===== src/rtl/spi_edge_sequencer.sv =====
// spi_edge_sequencer: bit-serial slave port driven by sys_clk-synchronous SCLK edge pulses.
// Frames words under cs_n, assembles rx words from sdi, serializes tx words onto sdo and
// hands words to/from the core through single-cycle valid/ready strobes.
module spi_edge_sequencer #(
  parameter int unsigned       WIDTH     = 8,
  parameter bit                CPOL      = 1'b0,
  parameter bit                CPHA      = 1'b0,
  parameter bit                MSB_FIRST = 1'b1,
  parameter logic [WIDTH-1:0]  TX_FILL   = '1
) (
  input  logic             sys_clk,
  input  logic             sys_rst,
  input  logic             sclk_rise,
  input  logic             sclk_fall,
  input  logic             cs_n,
  input  logic             sdi,
  output logic             sdo,
  input  logic [WIDTH-1:0] tx_data,
  input  logic             tx_valid,
  output logic             tx_ready,
  output logic             tx_underrun,
  output logic [WIDTH-1:0] rx_data,
  output logic             rx_valid,
  output logic             frame_abort,
  output logic             busy
);

  localparam int unsigned      CNT_W    = $clog2(WIDTH);
  localparam logic [CNT_W-1:0] LAST_BIT = CNT_W'(WIDTH - 1);
  localparam logic             SDO_RST  = MSB_FIRST ? TX_FILL[WIDTH-1] : TX_FILL[0];

  typedef enum logic {S_IDLE, S_ACTIVE} state_t;

  state_t             r_state;
  state_t             w_state_nxt;
  logic [CNT_W-1:0]   r_bit_cnt;
  logic [WIDTH-1:0]   r_tx_shift;
  logic [WIDTH-1:0]   r_rx_shift;
  logic [WIDTH-1:0]   r_rx_data;
  logic               r_sdo;
  logic               r_tx_ready;
  logic               r_tx_underrun;
  logic               r_rx_valid;
  logic               r_frame_abort;
  logic               r_busy;

  logic               w_lead;
  logic               w_trail;
  logic               w_sample_e;
  logic               w_shift_e;
  logic               w_load;
  logic               w_advance;
  logic               w_sample;
  logic               w_end;
  logic [WIDTH-1:0]   w_tx_load_word;
  logic [WIDTH-1:0]   w_tx_adv;
  logic [WIDTH-1:0]   w_tx_nxt;
  logic [WIDTH-1:0]   w_rx_nxt;
  logic               w_sdo_nxt;

  // Map SCLK rise/fall pulses onto sample/shift events for the selected SPI mode
  assign w_lead     = CPOL ? sclk_fall : sclk_rise;
  assign w_trail    = CPOL ? sclk_rise : sclk_fall;
  assign w_sample_e = CPHA ? w_trail : w_lead;
  assign w_shift_e  = CPHA ? w_lead  : w_trail;

  // State register
  always_ff @(posedge sys_clk) begin
    if (sys_rst) begin
      r_state <= S_IDLE;
    end else begin
      r_state <= w_state_nxt;
    end
  end

  // Next-state: cs_n alone frames the transfer
  always_comb begin
    w_state_nxt = r_state;
    case (r_state)
      S_IDLE:   if (!cs_n) w_state_nxt = S_ACTIVE;
      S_ACTIVE: if (cs_n)  w_state_nxt = S_IDLE;
      default:  w_state_nxt = S_IDLE;
    endcase
  end

  // Control decode: cs_n rise beats any edge, sample beats a coincident shift
  always_comb begin
    w_load    = 1'b0;
    w_advance = 1'b0;
    w_sample  = 1'b0;
    w_end     = 1'b0;
    case (r_state)
      S_IDLE: begin
        if (!cs_n && (CPHA == 1'b0)) w_load = 1'b1;
      end
      S_ACTIVE: begin
        if (cs_n) begin
          w_end = 1'b1;
        end else if (w_sample_e) begin
          w_sample = 1'b1;
        end else if (w_shift_e) begin
          if (r_bit_cnt == '0) w_load = 1'b1;
          else                 w_advance = 1'b1;
        end
      end
      default: ;
    endcase
  end

  // Shift register next values
  assign w_tx_load_word = tx_valid ? tx_data : TX_FILL;
  assign w_tx_adv       = MSB_FIRST ? {r_tx_shift[WIDTH-2:0], 1'b0} : {1'b0, r_tx_shift[WIDTH-1:1]};
  assign w_tx_nxt       = w_load ? w_tx_load_word : (w_advance ? w_tx_adv : r_tx_shift);
  assign w_rx_nxt       = MSB_FIRST ? {r_rx_shift[WIDTH-2:0], sdi} : {sdi, r_rx_shift[WIDTH-1:1]};
  assign w_sdo_nxt      = MSB_FIRST ? w_tx_nxt[WIDTH-1] : w_tx_nxt[0];

  // Datapath and registered strobes
  always_ff @(posedge sys_clk) begin
    if (sys_rst) begin
      r_bit_cnt     <= '0;
      r_tx_shift    <= TX_FILL;
      r_rx_shift    <= '0;
      r_rx_data     <= '0;
      r_sdo         <= SDO_RST;
      r_tx_ready    <= 1'b0;
      r_tx_underrun <= 1'b0;
      r_rx_valid    <= 1'b0;
      r_frame_abort <= 1'b0;
      r_busy        <= 1'b0;
    end else begin
      r_tx_ready    <= 1'b0;
      r_tx_underrun <= 1'b0;
      r_rx_valid    <= 1'b0;
      r_frame_abort <= 1'b0;
      r_tx_shift    <= w_tx_nxt;
      r_sdo         <= w_sdo_nxt;
      r_busy        <= (w_state_nxt == S_ACTIVE);
      if (w_load) begin
        r_tx_ready    <= tx_valid;
        r_tx_underrun <= ~tx_valid;
      end
      if (w_end) begin
        r_bit_cnt     <= '0;
        r_rx_shift    <= '0;
        r_frame_abort <= (r_bit_cnt != '0);
      end else if (w_sample) begin
        if (r_bit_cnt == LAST_BIT) begin
          r_bit_cnt  <= '0;
          r_rx_shift <= '0;
          r_rx_data  <= w_rx_nxt;
          r_rx_valid <= 1'b1;
        end else begin
          r_bit_cnt  <= r_bit_cnt + CNT_W'(1);
          r_rx_shift <= w_rx_nxt;
        end
      end
    end
  end

  assign sdo         = r_sdo;
  assign tx_ready    = r_tx_ready;
  assign tx_underrun = r_tx_underrun;
  assign rx_data     = r_rx_data;
  assign rx_valid    = r_rx_valid;
  assign frame_abort = r_frame_abort;
  assign busy        = r_busy;

endmodule

===== config.mk =====
export PLATFORM = sky130hd
export DESIGN_NAME = spi_edge_sequencer
export DESIGN_NICKNAME = d
export VERILOG_FILES = /design/src/rtl/spi_edge_sequencer.sv
export SDC_FILE = /design/constraint.sdc
export NUM_CORES = 1
export LEC_CHECK = 0
export BUFFER_PORTS_ARGS = -buffer_cell sky130_fd_sc_hd__buf_2
export CAP_MARGIN = 40
export CORE_ASPECT_RATIO = 0.75
export CORE_MARGIN = 4
export CORE_UTILIZATION = 45
export DETAILED_ROUTE_END_ITERATION = 16
export PLACE_DENSITY = 0.81
export SETUP_SLACK_MARGIN = 0.4
export SLEW_MARGIN = 15
export SYNTH_ARGS = -nofsm -noshare
export SYNTH_HDL_FRONTEND = slang
export SYNTH_SLANG_ARGS = --single-unit

===== constraint.sdc =====
create_clock -name sys_clk -period 1.2 [get_ports sys_clk]
set_input_delay 0.12 -clock sys_clk [delete_from_list [all_inputs] [get_ports sys_clk]]
set_output_delay 0.12 -clock sys_clk [all_outputs]
set_load 0.02 [all_outputs]

==> results_dict.tcl <==
set metrics [dict create \
    tightest_slew_ps 461 \
    fin_crit_ps 1270 \
    violations "negative setup slack" \
    routedWlPerCell_um 15.6 \
    clockBufferDepth 2 \
    p_sw_frac 0.225 \
    avgViaCountPerCell 5.51 \
    crit_required_ps 1410 \
    dieWidth_um 70.3 \
    cts_tree "yes" \
    yosys.area.top_type_share 0.474 \
    p_sw_mw 0.528 \
    synthArstFlopShare 0 \
    cts.reportedPaths.clkPinSlew_ps 70 \
    dp_slack_ps -144 \
    synth_most_common_cell "nand2_1" \
    grt_pass1_vias 1148 \
    hold_path_class "in2reg" \
    drv_cap 0 \
    vias 1245 \
    die_y_um 54.7 \
    final-max-slew-violation-count 0 \
    synth_top_flop_cell "dfxtp_1" \
    ys_seq_elements 31 \
    numPortBuffers 28 \
    setup_viol 16 \
    path_class "reg2reg" \
    cts_hold_buf 0 \
    antenna_found_initial 0 \
    p_seq_frac 0.457 \
    cts_made_buffers 5 \
    grt_max_degree 12 \
    avgSynthCellArea_sq_um 8.73 \
    routed_wl_mm 3.52 \
    netlist_instances 150 \
    setup_tns_ps -724 \
    nFillCells 178 \
    finalWorstSetupSlack_ps -70.1 \
    outcome "complete, but fails checks" \
    finalCritPeriodShare 1.06 \
    globalplace.congestion 0.795 \
    clk-insertion-delay-late_ps 280 \
    synth.distinct_cells 27 \
    grt_pass1_wl_mm 5.31 \
    synth_edf_count 0 \
    grt_usage 0.183 \
    firstDrtPassIters 5 \
    slew_headroom 0.692 \
    drc 0 \
    vdd_drop_max_v 0.00100 \
    synth_area_leaders "dfxtp_1 47%, nand2_1 9.2%, a21oi_1 6.9%" \
    hpwl_mm 2.20 \
    root_buffer "clkbuf_8" \
    clock-sinks 31 \
    leakagePower_nw 0.763 \
    yosys.area.top_type "dfxtp_1" \
    fin_nets 207 \
    core_sq_mm 0.00270 \
    dieArea_sq_mm 0.00384 \
    netlist_top_cells_count "32 x nand2_1, 31 x dfxtp_1, 18 x a21oi_1" \
    fmax_mhz 787 \
    arrival_ps 1480 \
    combPwrFrac 0.090 \
    grt_remaining_overflow 0 \
    p_total_mw 2.34 \
    finalClockSkew_ps 5.77 \
    worstPathMaxFanout 8 \
    rsz0062_at_grt "true" \
    syn2layout_area_growth_pct 46.1 \
    power.density_mw_per_mm2 1230 \
    num_antenna_cells 0 \
    postRouteAntennaNets 0 \
    p_int_mw 1.82 \
    seq_area_frac_synth 0.474 \
    num_rows 16 \
    drtIter0Drc 106 \
    syn-cell-area_sq_mm 0.00131 \
    yosys_warnings 0 \
    worst_setup_path_end_kind "flop" \
    p_clk_frac 0.453 \
    start_util 0.484 \
    io_pins 29 \
    synth_nets 168 \
    cp-start-kind "flop" \
    layout-drive-gt1-share 0.495 \
    htreeDepth 2 \
    hold_viol 0 \
]
-- what timing repair did --
action,in CTS,in global routing
gates resized for setup,55,14
setup buffers,5,1
cloned,1,0
pin swaps,11,5
endpoints found under the setup margin,44,44
-- cell usage in the layout, fill, tap and decap left out, types with 4 or more instances in the layout --
master	count
nand2_2	4
nor2b_1	8
nand2_1	27
buf_4	9
nand3b_1	5
a21oi_1	8
dfxtp_2	12
inv_1	10
dfxtp_1	16
o221ai_1	7
buf_2	14
a31oi_1	7
buf_6	17
clkbuf_8	6
a21oi_2	11
-- worst max-delay path, stage by stage (launching register included) --
cell     delay [ps]
dfxtp_4         370
ha_4            140
ha_4            140
and4b_2         340
nand2_2          80
a21oi_2         130
-- metrics by stage --
stage                     cells   util  instance area [sq um]  hold slack (ps)
after floorplan             150      -                   1380              199
after global placement      211  0.565                   1530              392
after detailed placement    211  0.565                   1530              409
after CTS                   225  0.687                   1860              103
after global routing        226  0.707                   1910              113
final                       226  0.707                   1910              103
-- logic make-up after synthesis --
group / Yosys count / synth area share
AND/OR/NAND/NOR: 58 / 0.234
AO/OA/AOI/OAI: 36 / 0.181
flip-flops: 31 / 0.474
buffers and inverters: 21 / 0.0755
adder cells (fa/ha/maj): 3 / 0.0287
XOR/XNOR: 1 / 0.00669
-- flip-flops by register name, indices dropped and copies added (netlist names) --
register	count
tx_ready	1
tx_underrun	1
rx_valid	1
r_rx_shift	7
r_bit_cnt	3
frame_abort	1
r_tx_shift	7
sdo	1
busy	1
rx_data	8
-- power by group through the flow --
stage | Combinational [mW] | Clock (mW) | Sequential [mW]
finish | 0.211 | 1.06 | 1.07
global route | 0.230 | 1.12 | 1.07
CTS | 0.200 | 1.06 | 1.07
detailed placement | 0.164 | 0 | 1.09
global placement | 0.159 | 0 | 1.09
floorplan | 0.112 | 0 | 1.10
-- final timing paths --
path                             end  slack [ps]                        from  cells past startpoint
max          rx_data[4]$_SDFFE_PP0P_         -70   r_bit_cnt[1]$_SDFFE_PP0N_                      5
min           tx_underrun$_SDFF_PP0_         100                    tx_valid                      2
max reg2reg  rx_data[4]$_SDFFE_PP0P_         -70   r_bit_cnt[1]$_SDFFE_PP0N_                      5
min reg2reg  rx_data[2]$_SDFFE_PP0P_         470  r_rx_shift[1]$_SDFFE_PP0N_                      2
-- metal layers --
metal / up-vias / part of all wire / global-route usage
met5: - / 0 / 0
met3: 8 / 0.064 / 0.0606
li1: 593 / - / -
met4: 0 / 0.015 / 0.0573
met2: 49 / 0.51 / 0.335
met1: 595 / 0.41 / 0.207
-- final cells by class --
| class | instances | area (sq um) | area share |
|---|---|---|---|
| Multi-Input combinational cell | 99 | 728 | 0.381 |
| Clock buffer | 6 | 82.6 | 0.0432 |
| Sequential cell | 31 | 647 | 0.338 |
| Clock inverter | 2 | 35.0 | 0.0183 |
| Timing Repair Buffer | 40 | 329 | 0.172 |
| Inverter | 12 | 45.0 | 0.0236 |
| Tap cell | 36 | 45.0 | 0.0236 |
Power figures use the tool's default switching activity.
